## config.mk

```make
export PLATFORM = sky130hd
export DESIGN_NAME = operand_collect_regs
export DESIGN_NICKNAME = d
export VERILOG_FILES = /design/src/rtl/operand_pkg.sv /design/src/rtl/operand_fifo.sv /design/src/rtl/operand_collect_regs.sv
export SDC_FILE = /design/constraint.sdc
export NUM_CORES = 1
export LEC_CHECK = 0
export ABC_AREA = 1
export BUFFER_PORTS_ARGS = -buffer_cell sky130_fd_sc_hd__buf_2
export CORE_AREA = 2 2 133 135
export DETAILED_ROUTE_END_ITERATION = 8
export DIE_AREA = 0 0 135 137
export HOLD_SLACK_MARGIN = 0.03
export PLACE_DENSITY_LB_ADDON = 0.2
export SYNTH_ARGS = -nofsm -noshare
export SYNTH_HDL_FRONTEND = slang
export SYNTH_SLANG_ARGS = --single-unit
```

## constraint.sdc

```tcl
create_clock -name clk -period 3.8 [get_ports clk]
set_input_delay 0.38 -clock clk [delete_from_list [all_inputs] [get_ports clk]]
set_output_delay 0.38 -clock clk [all_outputs]
set_load 0.05 [all_outputs]
```

## src/rtl/operand_pkg.sv

```systemverilog
// Shared definitions for the operand collector: source-select codes and
// the occupancy-counter width helper.
package operand_pkg;

  localparam int SRC_RS  = 0;
  localparam int SRC_BUS = 1;
  localparam int SRC_PC  = 2;
  localparam int SRC_IMM = 3;

  // Occupancy runs 0..DEPTH inclusive, so one bit more than the pointer.
  function automatic int cnt_w(input int depth);
    return $clog2(depth) + 1;
  endfunction

endpackage

```

## src/rtl/operand_fifo.sv

```systemverilog
// One operand channel: DEPTH-entry FIFO with registered storage and a
// head output that reads zero while empty.
module operand_fifo
  import operand_pkg::*;
#(
  parameter  int WIDTH = 32,
  parameter  int DEPTH = 2,
  localparam int CW    = cnt_w(DEPTH),
  localparam int PW    = $clog2(DEPTH)
) (
  input  logic             clk,
  input  logic             rst_n,
  input  logic             push_i,
  input  logic             pop_i,
  input  logic             flush_i,
  input  logic [WIDTH-1:0] wdata_i,
  output logic [WIDTH-1:0] head_o,
  output logic [CW-1:0]    count_o,
  output logic             full_o,
  output logic             empty_o,
  output logic             overflow_o
);

  logic [WIDTH-1:0] mem_q [DEPTH];
  logic [PW-1:0]    wr_ptr_q, wr_ptr_d;
  logic [PW-1:0]    rd_ptr_q, rd_ptr_d;
  logic [CW-1:0]    count_q, count_d;
  logic             do_push, do_pop;

  assign full_o  = (count_q == CW'(DEPTH));
  assign empty_o = (count_q == '0);

  // A full FIFO still accepts a write when the head leaves in the same cycle.
  assign do_pop     = pop_i & ~empty_o;
  assign do_push    = push_i & (~full_o | do_pop);
  assign overflow_o = push_i & full_o & ~do_pop;

  always_comb begin
    wr_ptr_d = wr_ptr_q;
    rd_ptr_d = rd_ptr_q;
    count_d  = count_q;
    if (flush_i) begin
      wr_ptr_d = '0;
      rd_ptr_d = '0;
      count_d  = '0;
    end else begin
      if (do_push) wr_ptr_d = wr_ptr_q + 1'b1;
      if (do_pop)  rd_ptr_d = rd_ptr_q + 1'b1;
      count_d = count_q + CW'(do_push) - CW'(do_pop);
    end
  end

  always_ff @(posedge clk or negedge rst_n) begin
    if (!rst_n) begin
      wr_ptr_q <= '0;
      rd_ptr_q <= '0;
      count_q  <= '0;
    end else begin
      wr_ptr_q <= wr_ptr_d;
      rd_ptr_q <= rd_ptr_d;
      count_q  <= count_d;
    end
  end

  always_ff @(posedge clk) begin
    if (do_push) mem_q[wr_ptr_q] <= wdata_i;
  end

  assign head_o  = empty_o ? '0 : mem_q[rd_ptr_q];
  assign count_o = count_q;

endmodule

```

## src/rtl/operand_collect_regs.sv

```systemverilog
// Operand collector: per-channel source mux into a FIFO, joined valid/ready
// output, sticky channels that keep their head, and a sticky overflow flag.
module operand_collect_regs
  import operand_pkg::*;
#(
  parameter  int WIDTH   = 32,
  parameter  int NUM_CH  = 2,
  parameter  int NUM_SRC = 4,
  parameter  int DEPTH   = 2,
  localparam int SEL_W   = (NUM_SRC > 1) ? $clog2(NUM_SRC) : 1,
  localparam int CW      = cnt_w(DEPTH)
) (
  input  logic                            clk,
  input  logic                            reset,
  input  logic [NUM_CH*NUM_SRC*WIDTH-1:0] src_data,
  input  logic [NUM_CH*SEL_W-1:0]         sel,
  input  logic [NUM_CH-1:0]               en,
  input  logic [NUM_CH-1:0]               sticky,
  input  logic                            flush,
  output logic [NUM_CH-1:0]               full,
  output logic [NUM_CH*CW-1:0]            count,
  output logic [NUM_CH*WIDTH-1:0]         out_data,
  output logic                            out_valid,
  input  logic                            out_ready,
  output logic                            overflow
);

  logic [NUM_CH-1:0] empty;
  logic [NUM_CH-1:0] ovf_pulse;
  logic [NUM_CH-1:0] pop;
  logic              fire;
  logic              overflow_q;

  assign out_valid = ~|empty;
  assign fire      = out_valid & out_ready;
  assign pop       = {NUM_CH{fire}} & ~sticky;

  for (genvar c = 0; c < NUM_CH; c++) begin : g_ch
    logic [WIDTH-1:0] wdata;

    // Out-of-range selects fall through to zero.
    always_comb begin
      wdata = '0;
      for (int s = 0; s < NUM_SRC; s++) begin
        if (sel[c*SEL_W +: SEL_W] == SEL_W'(s))
          wdata = src_data[(c*NUM_SRC+s)*WIDTH +: WIDTH];
      end
    end

    operand_fifo #(
      .WIDTH (WIDTH),
      .DEPTH (DEPTH)
    ) u_fifo (
      .clk        (clk),
      .rst_n      (reset),
      .push_i     (en[c]),
      .pop_i      (pop[c]),
      .flush_i    (flush),
      .wdata_i    (wdata),
      .head_o     (out_data[c*WIDTH +: WIDTH]),
      .count_o    (count[c*CW +: CW]),
      .full_o     (full[c]),
      .empty_o    (empty[c]),
      .overflow_o (ovf_pulse[c])
    );
  end

  always_ff @(posedge clk or negedge reset) begin
    if (!reset)              overflow_q <= 1'b0;
    else if (flush)          overflow_q <= 1'b0;
    else if (|ovf_pulse)     overflow_q <= 1'b1;
  end

  assign overflow = overflow_q;

endmodule
```

Yosys cells after proc, flatten, opt, wreduce, memory -nomap -nowiden
Memory sizes are Yosys's and may differ from the RTL's.
Cells that the tools add are included.
{"block": "classes", "n_eq_ne": 8, "n_reduce_logical": 12, "muxes": 26, "bitwise": 19, "add_sub_neg": 8}
{"operator": "two-way mux 32 bit", "n": 10}
{"operator": "two-way mux 1 bit", "n": 14}
{"operator": "== test 2 bit, second input constant", "n": 6}
{"operator": "nonzero test 2 bit", "n": 5}
{"operator": "bitwise AND 1 bit", "n": 9}
{"operator": "logical NOT 2 bit", "n": 4}
{"operator": "NOT 1 bit", "n": 6}
{"operator": "adder 1 bit, second input constant", "n": 4}
{"operator": "adder 2 x 1 -> 2 bit", "n": 2}
{"operator": "== test 2 x 1 -> 1 bit, second input constant", "n": 2}
{"operator": "two-way mux 2 bit", "n": 2}
{"operator": "OR reduction 2 bit", "n": 2}
{"operator": "subtractor 2 x 1 -> 2 bit", "n": 2}
{"operator": "bitwise AND 2 bit", "n": 1}
{"operator": "NOT 2 bit", "n": 1}
{"operator": "bitwise OR 1 bit", "n": 2}
{"operator": "logical NOT 1 bit", "n": 1}
{"block": "word_totals", "inputBits": 268, "word_cells": 82, "memories": 2, "reg_bits": 9, "out_inout_bits": 72, "ramBits": 128}
{"name": "g_ch[0].u_fifo.mem_q", "words": 2, "word_bits": 32, "rd": 1, "rd_ports_with_merged_regs": 0, "write_ports": 1, "line_no": "operand_fifo.sv:24", "source": "logic [WIDTH-1:0] mem_q [DEPTH];"}
{"name": "g_ch[1].u_fifo.mem_q", "words": 2, "word_bits": 32, "rd": 1, "rd_ports_with_merged_regs": 0, "write_ports": 1, "line_no": "operand_fifo.sv:24"}

Depth between registers and ports, before layout
{"block": "logic_depth", "ltp_word": 11, "depth_mapped": 12, "mapped_depth_nobuf": 12}

Hierarchy
From an unflattened synthesis, not the netlist that was laid out.
{"block": "unflattened", "cells_unflattened": 797, "area_unflattened_um2": 7438.4}
{"module": "operand_fifo", "cells_each": 209, "instances": 2, "seq_area_each_um2": 2021.9, "area_per_inst_um2": 2736.4}
{"module": "operand_collect_regs", "cells_each": 379, "instances": 1, "seq_area_each_um2": 25.0, "area_per_inst_um2": 1965.6}

Worst setup path before layout
Ideal clock, no wire load.
{"block": "synth_path", "path_kind": "register to register", "from": "register g_ch[1].u_fifo.count_q[0]", "to": "memory g_ch[1].u_fifo.mem_q[0][0] (enable)", "arrival_time_ns": 2.853, "t_required_ns": 3.379, "setup_slack_ns": 0.526, "setup_ns": 0.421, "stages_incl_launch_ff": 7, "synth_period_minus_slack_ns": 3.274, "n_path_buf": 0, "path_cell_list": "dfrtp_1 -> nor2_4 -> nor2_4 -> nand3_2 -> nand2_1 -> nand2_2 -> nor2_1"}
{"block": "synth_via", "elab_chain_cells": 10, "word_cells_on_any_way": 13, "classes_between": "eq/ne: 1; mux: 2; bitwise: 7; reduce/logical: 3"}
{"element": "start: declaration", "line_no": "operand_fifo.sv:27", "source": "logic [CW-1:0] count_q, count_d;"}
{"element": "start signal: assignment", "line_no": "operand_fifo.sv:61", "source": "count_q <= count_d;"}
{"element": "logical NOT 2 bit", "line_no": "operand_fifo.sv:31", "source": "assign empty_o = (count_q == '0);"}
{"element": "OR reduction 2 bit", "line_no": "operand_collect_regs.sv:34", "source": "assign out_valid = ~|empty;"}
{"element": "logical NOT 1 bit", "line_no": "operand_collect_regs.sv:34"}
{"element": "net out_valid", "line_no": "operand_collect_regs.sv:23", "source": "output logic out_valid,"}
{"element": "bitwise AND 1 bit", "line_no": "operand_collect_regs.sv:35", "source": "assign fire = out_valid & out_ready;"}
{"element": "bitwise AND 2 bit", "line_no": "operand_collect_regs.sv:36", "source": "assign pop = {NUM_CH{fire}} & ~sticky;"}
{"element": "bitwise AND 1 bit", "line_no": "operand_fifo.sv:34", "source": "assign do_pop = pop_i & ~empty_o;"}
{"element": "bitwise OR 1 bit", "line_no": "operand_fifo.sv:35", "source": "assign do_push = push_i & (~full_o | do_pop);"}
{"element": "bitwise AND 1 bit", "line_no": "operand_fifo.sv:35"}
{"element": "two-way mux 1 bit", "line_no": "operand_fifo.sv:66", "source": "if (do_push) mem_q[wr_ptr_q] <= wdata_i;"}
{"element": "two-way mux 1 bit (implied by the code)", "line_no": "operand_fifo.sv:66"}
{"element": "end: declaration", "line_no": "operand_fifo.sv:24"}
The timed path passes the listed nets, and every way through them passes these cells.

Worst setup path in the final report
{"block": "layout_path", "from": "register g_ch[1].u_fifo.rd_ptr_q", "to": "output out_data[41]"}
{"block": "layout_via", "elab_chain_cells": 2}
{"element": "start: declaration", "line_no": "operand_fifo.sv:26", "source": "logic [PW-1:0] rd_ptr_q, rd_ptr_d;"}
{"element": "start signal: assignment", "line_no": "operand_fifo.sv:60", "source": "rd_ptr_q <= rd_ptr_d;"}
{"element": "memory (2 x 32 bit)"}
{"element": "two-way mux 32 bit", "line_no": "operand_fifo.sv:69", "source": "assign head_o = empty_o ? '0 : mem_q[rd_ptr_q];"}
{"element": "end: declaration", "line_no": "operand_collect_regs.sv:22", "source": "output logic [NUM_CH*WIDTH-1:0] out_data,"}
No other way between the ends.

==> impl_metrics.json <==
{
  "gr-total-overflow": 0,
  "grt_pass1_wl_mm": 32.4,
  "worst-path-buf-inv": 3,
  "syn2layout_area_growth_pct": 34.8,
  "num_rows": 48,
  "cts_max_level": 4,
  "synthTopCellsByArea": "edfxtp_1 (55%), nand2_1 (18%), nand4_1 (5.9%)",
  "power_mw": 5.25,
  "outcome": "finished, final reports clean",
  "finalSetupTns_ns": 0,
  "die-area_um2": 18500,
  "initial_core_util_pct": 41.0,
  "min_period_ns": 2.62,
  "crit_family": "buffers and inverters",
  "worstPathRequired_ns": 3.42,
  "cts_root_buf": "clkbuf_16",
  "grtUsageTotal_pct": 22.5,
  "syn_area_per_cell_um2": 8.85,
  "finalMaxSlewViolations": 0,
  "drtIter0Drc": 257,
  "fin_ws_ns": 1.18,
  "synth_common_cells": "nand2_1 (340), edfxtp_1 (128), nand3_1 (68)",
  "syn_inst": 791,
  "cp_cell_sequence": "inv_1 -> buf_4 -> nand2_1 -> a21oi_1 -> buf_2",
  "yosysTopAreaCell": "edfxtp_1",
  "synth_top_area_share_pct": 54.9,
  "grt_pass1_vias": 6536,
  "relSlewSlack_pct": 31.2,
  "startpoint_type": "flop",
  "vias": 6744,
  "netlist_area_um2": 7000,
  "place_inst": 1310,
  "antennaDiodeCount": 0,
  "fp.dieH_um": 137,
  "port_buffers": 339,
  "synth_ff_type": "edfxtp_1",
  "post-dp-hpwl_mm": 15.6,
  "leakagePower_nw": 4.27,
  "ys.warnings.count": 0,
  "cp_slowest_stage_delay_ns": 0.64,
  "arrival_ns": 2.24,
  "clk_pin_slew_ns": 0.06,
  "remaining_drc_errors": 0,
  "worst-path-max-fanout": 26,
  "worstSetupPathType": "flop to output pin",
  "cts_buffers": 17,
  "hold_class": "input port to flop",
  "antenna_found_initial": 0,
  "wl_mm": 21.2,
  "hold_viol": 0,
  "die_x_um": 135,
  "r2r.worst_path.cells": 7,
  "place_congestion": 0.823,
  "grt_max_degree": 36,
  "power_density_nw_per_um2": 556,
  "fmax_mhz": 382,
  "cts_setup_buffers": 0,
  "drive_gt1_share_pct": 35.8,
  "dr.pass1.iters": 4,
  "drtAntennaViolNets": 0,
  "clockBufferDepth": 2,
  "yosysSeqAreaShare_pct": 58.1,
  "cts_hold_buffers": 1,
  "end_kind": "output pin",
  "finalNonFillerCells": 1342,
  "ys_ff_latch": 137,
  "cts_sinks": 137,
  "period_share_pct": 68.9,
  "cts_tree": "done",
  "tightest_slew_ns": 1.03,
  "fin_nets": 1375,
  "cap_violations": 0,
  "yosysUniqueCellTypes": 23,
  "synth-edff-count": 128,
  "synth.most_common_cell": "nand2_1",
  "hold_ws_ns": 0.181,
  "cts_resized": 0,
  "cp.depth": 5,
  "whs_path_depth": 2,
  "ios": 340,
  "synthArstFlopShare_pct": 6.57,
  "cpMaxStageDelayCell": "inv_1",
  "avgRoutedWirePerCell_um": 15.8,
  "core_area_um2": 17100,
  "avgViaCountPerCell": 5.03,
  "dp_slack_ns": 1.36,
  "rsz0062_at_grt": "false",
  "synth.net_count": 1061,
  "clock_latency_ns": 0.41,
  "skew_ns": 0.00828,
  "setup_violations": 0,
  "vdd_drop_max_v": 0.000347
}
sequential cells by signal, summed over array words and instances (netlist names):
name,cells
overflow,1
g_ch.u_fifo.mem_q,128
g_ch.u_fifo.wr_ptr_q,2
g_ch.u_fifo.count_o,4
g_ch.u_fifo.rd_ptr_q,2
per-layer routing:
| metal | GRT usage (%) | wire length [um] | vias to the layer above | share of wire, % |
|---|---|---|---|---|
| met5 | 0 | 0 | - | 0 |
| met1 | 26.1 | 8400 | 3081 | 40 |
| met4 | 6.77 | 395 | 0 | 1.9 |
| met3 | 5.48 | 1590 | 26 | 7.5 |
| met2 | 41.3 | 10800 | 290 | 51 |
| li1 | - | - | 3347 | - |
logic make-up after synthesis:
| kind of cell | after synthesis | share of synthesized area, % |
|---|---|---|
| DFF | 137 | 58.1 |
| adders and majority gates | 2 | 0.357 |
| buffers and inverters | 79 | 4.90 |
| AOI/OAI and AO/OA | 66 | 4.72 |
| xor gates and xnor gates | 2 | 0.250 |
| and+or+nand+nor | 505 | 31.7 |
where the power goes:
part | internal [mW] | switching, mW | leakage [nW]
combinational | 0.392 | 1.27 | 2.65
clock | 1.03 | 0.620 | 0.290
sequential | 1.88 | 0.0544 | 1.33
worst paths after layout:
kind | startpoint | endpoint | slack [ns]
max in group asynchronous | reset | g_ch[1].u_fifo.rd_ptr_q | 3.24
hold reg to reg | overflow | overflow | 0.56
hold / removal | flush | g_ch[1].u_fifo.count_o[0] | 0.18
setup reg to reg | g_ch[1].u_fifo.count_o[1] | g_ch[1].u_fifo.mem_q[1][21] | 1.41
min in group asynchronous | reset | overflow | 0.37
setup / recovery | g_ch[1].u_fifo.rd_ptr_q | out_data[41] | 1.18
area by class of cell:
type	count	area [um^2]
clock inverters	14	173
repair buffers	349	1770
multi-input cells	575	2620
flip-flops and latches	137	4070
clock buffers	17	425
inverters	25	93.8
well taps	225	282
fillers	1581	7620
placed cells by master, fill, tap and decap left out:
cell type / Yosys / layout
buf_4: 2 / 9
edfxtp_1: 128 / 128
nand3b_1: 1 / 1
inv_2: 3 / 3
ha_1: 2 / 2
o21ai_0: 2 / 2
inv_1: 21 / 21
buf_2: 31 / 339
clkinv_2: 0 / 3
nand3_1: 68 / 68
dfrtp_1: 9 / 9
nor2_2: 6 / 6
a21oi_1: 64 / 64
inv_6: 0 / 3
dlygate4sd3_1: 0 / 1
nand2_1: 340 / 340
nor2_4: 3 / 7
clkinv_1: 1 / 1
nand4_1: 66 / 66
clkinvlp_4: 0 / 2
clkinv_4: 0 / 3
and3_1: 2 / 2
nand3_2: 3 / 3
nor2_1: 14 / 10
clkbuf_16: 0 / 17
bufinv_16: 0 / 3
nand2_2: 2 / 2
xor2_1: 2 / 2
per-stage QoR:
stage          cell area (um^2)  util, %
4_1_cts                    9440     55.3
5_1_grt                    9440     55.3
3_5_place_dp               8830     51.8
6_report                   9440     55.3
2_1_floorplan              7000        -
3_3_place_gp               8830     51.8
No activity file was read; power rests on OpenSTA's default activity.
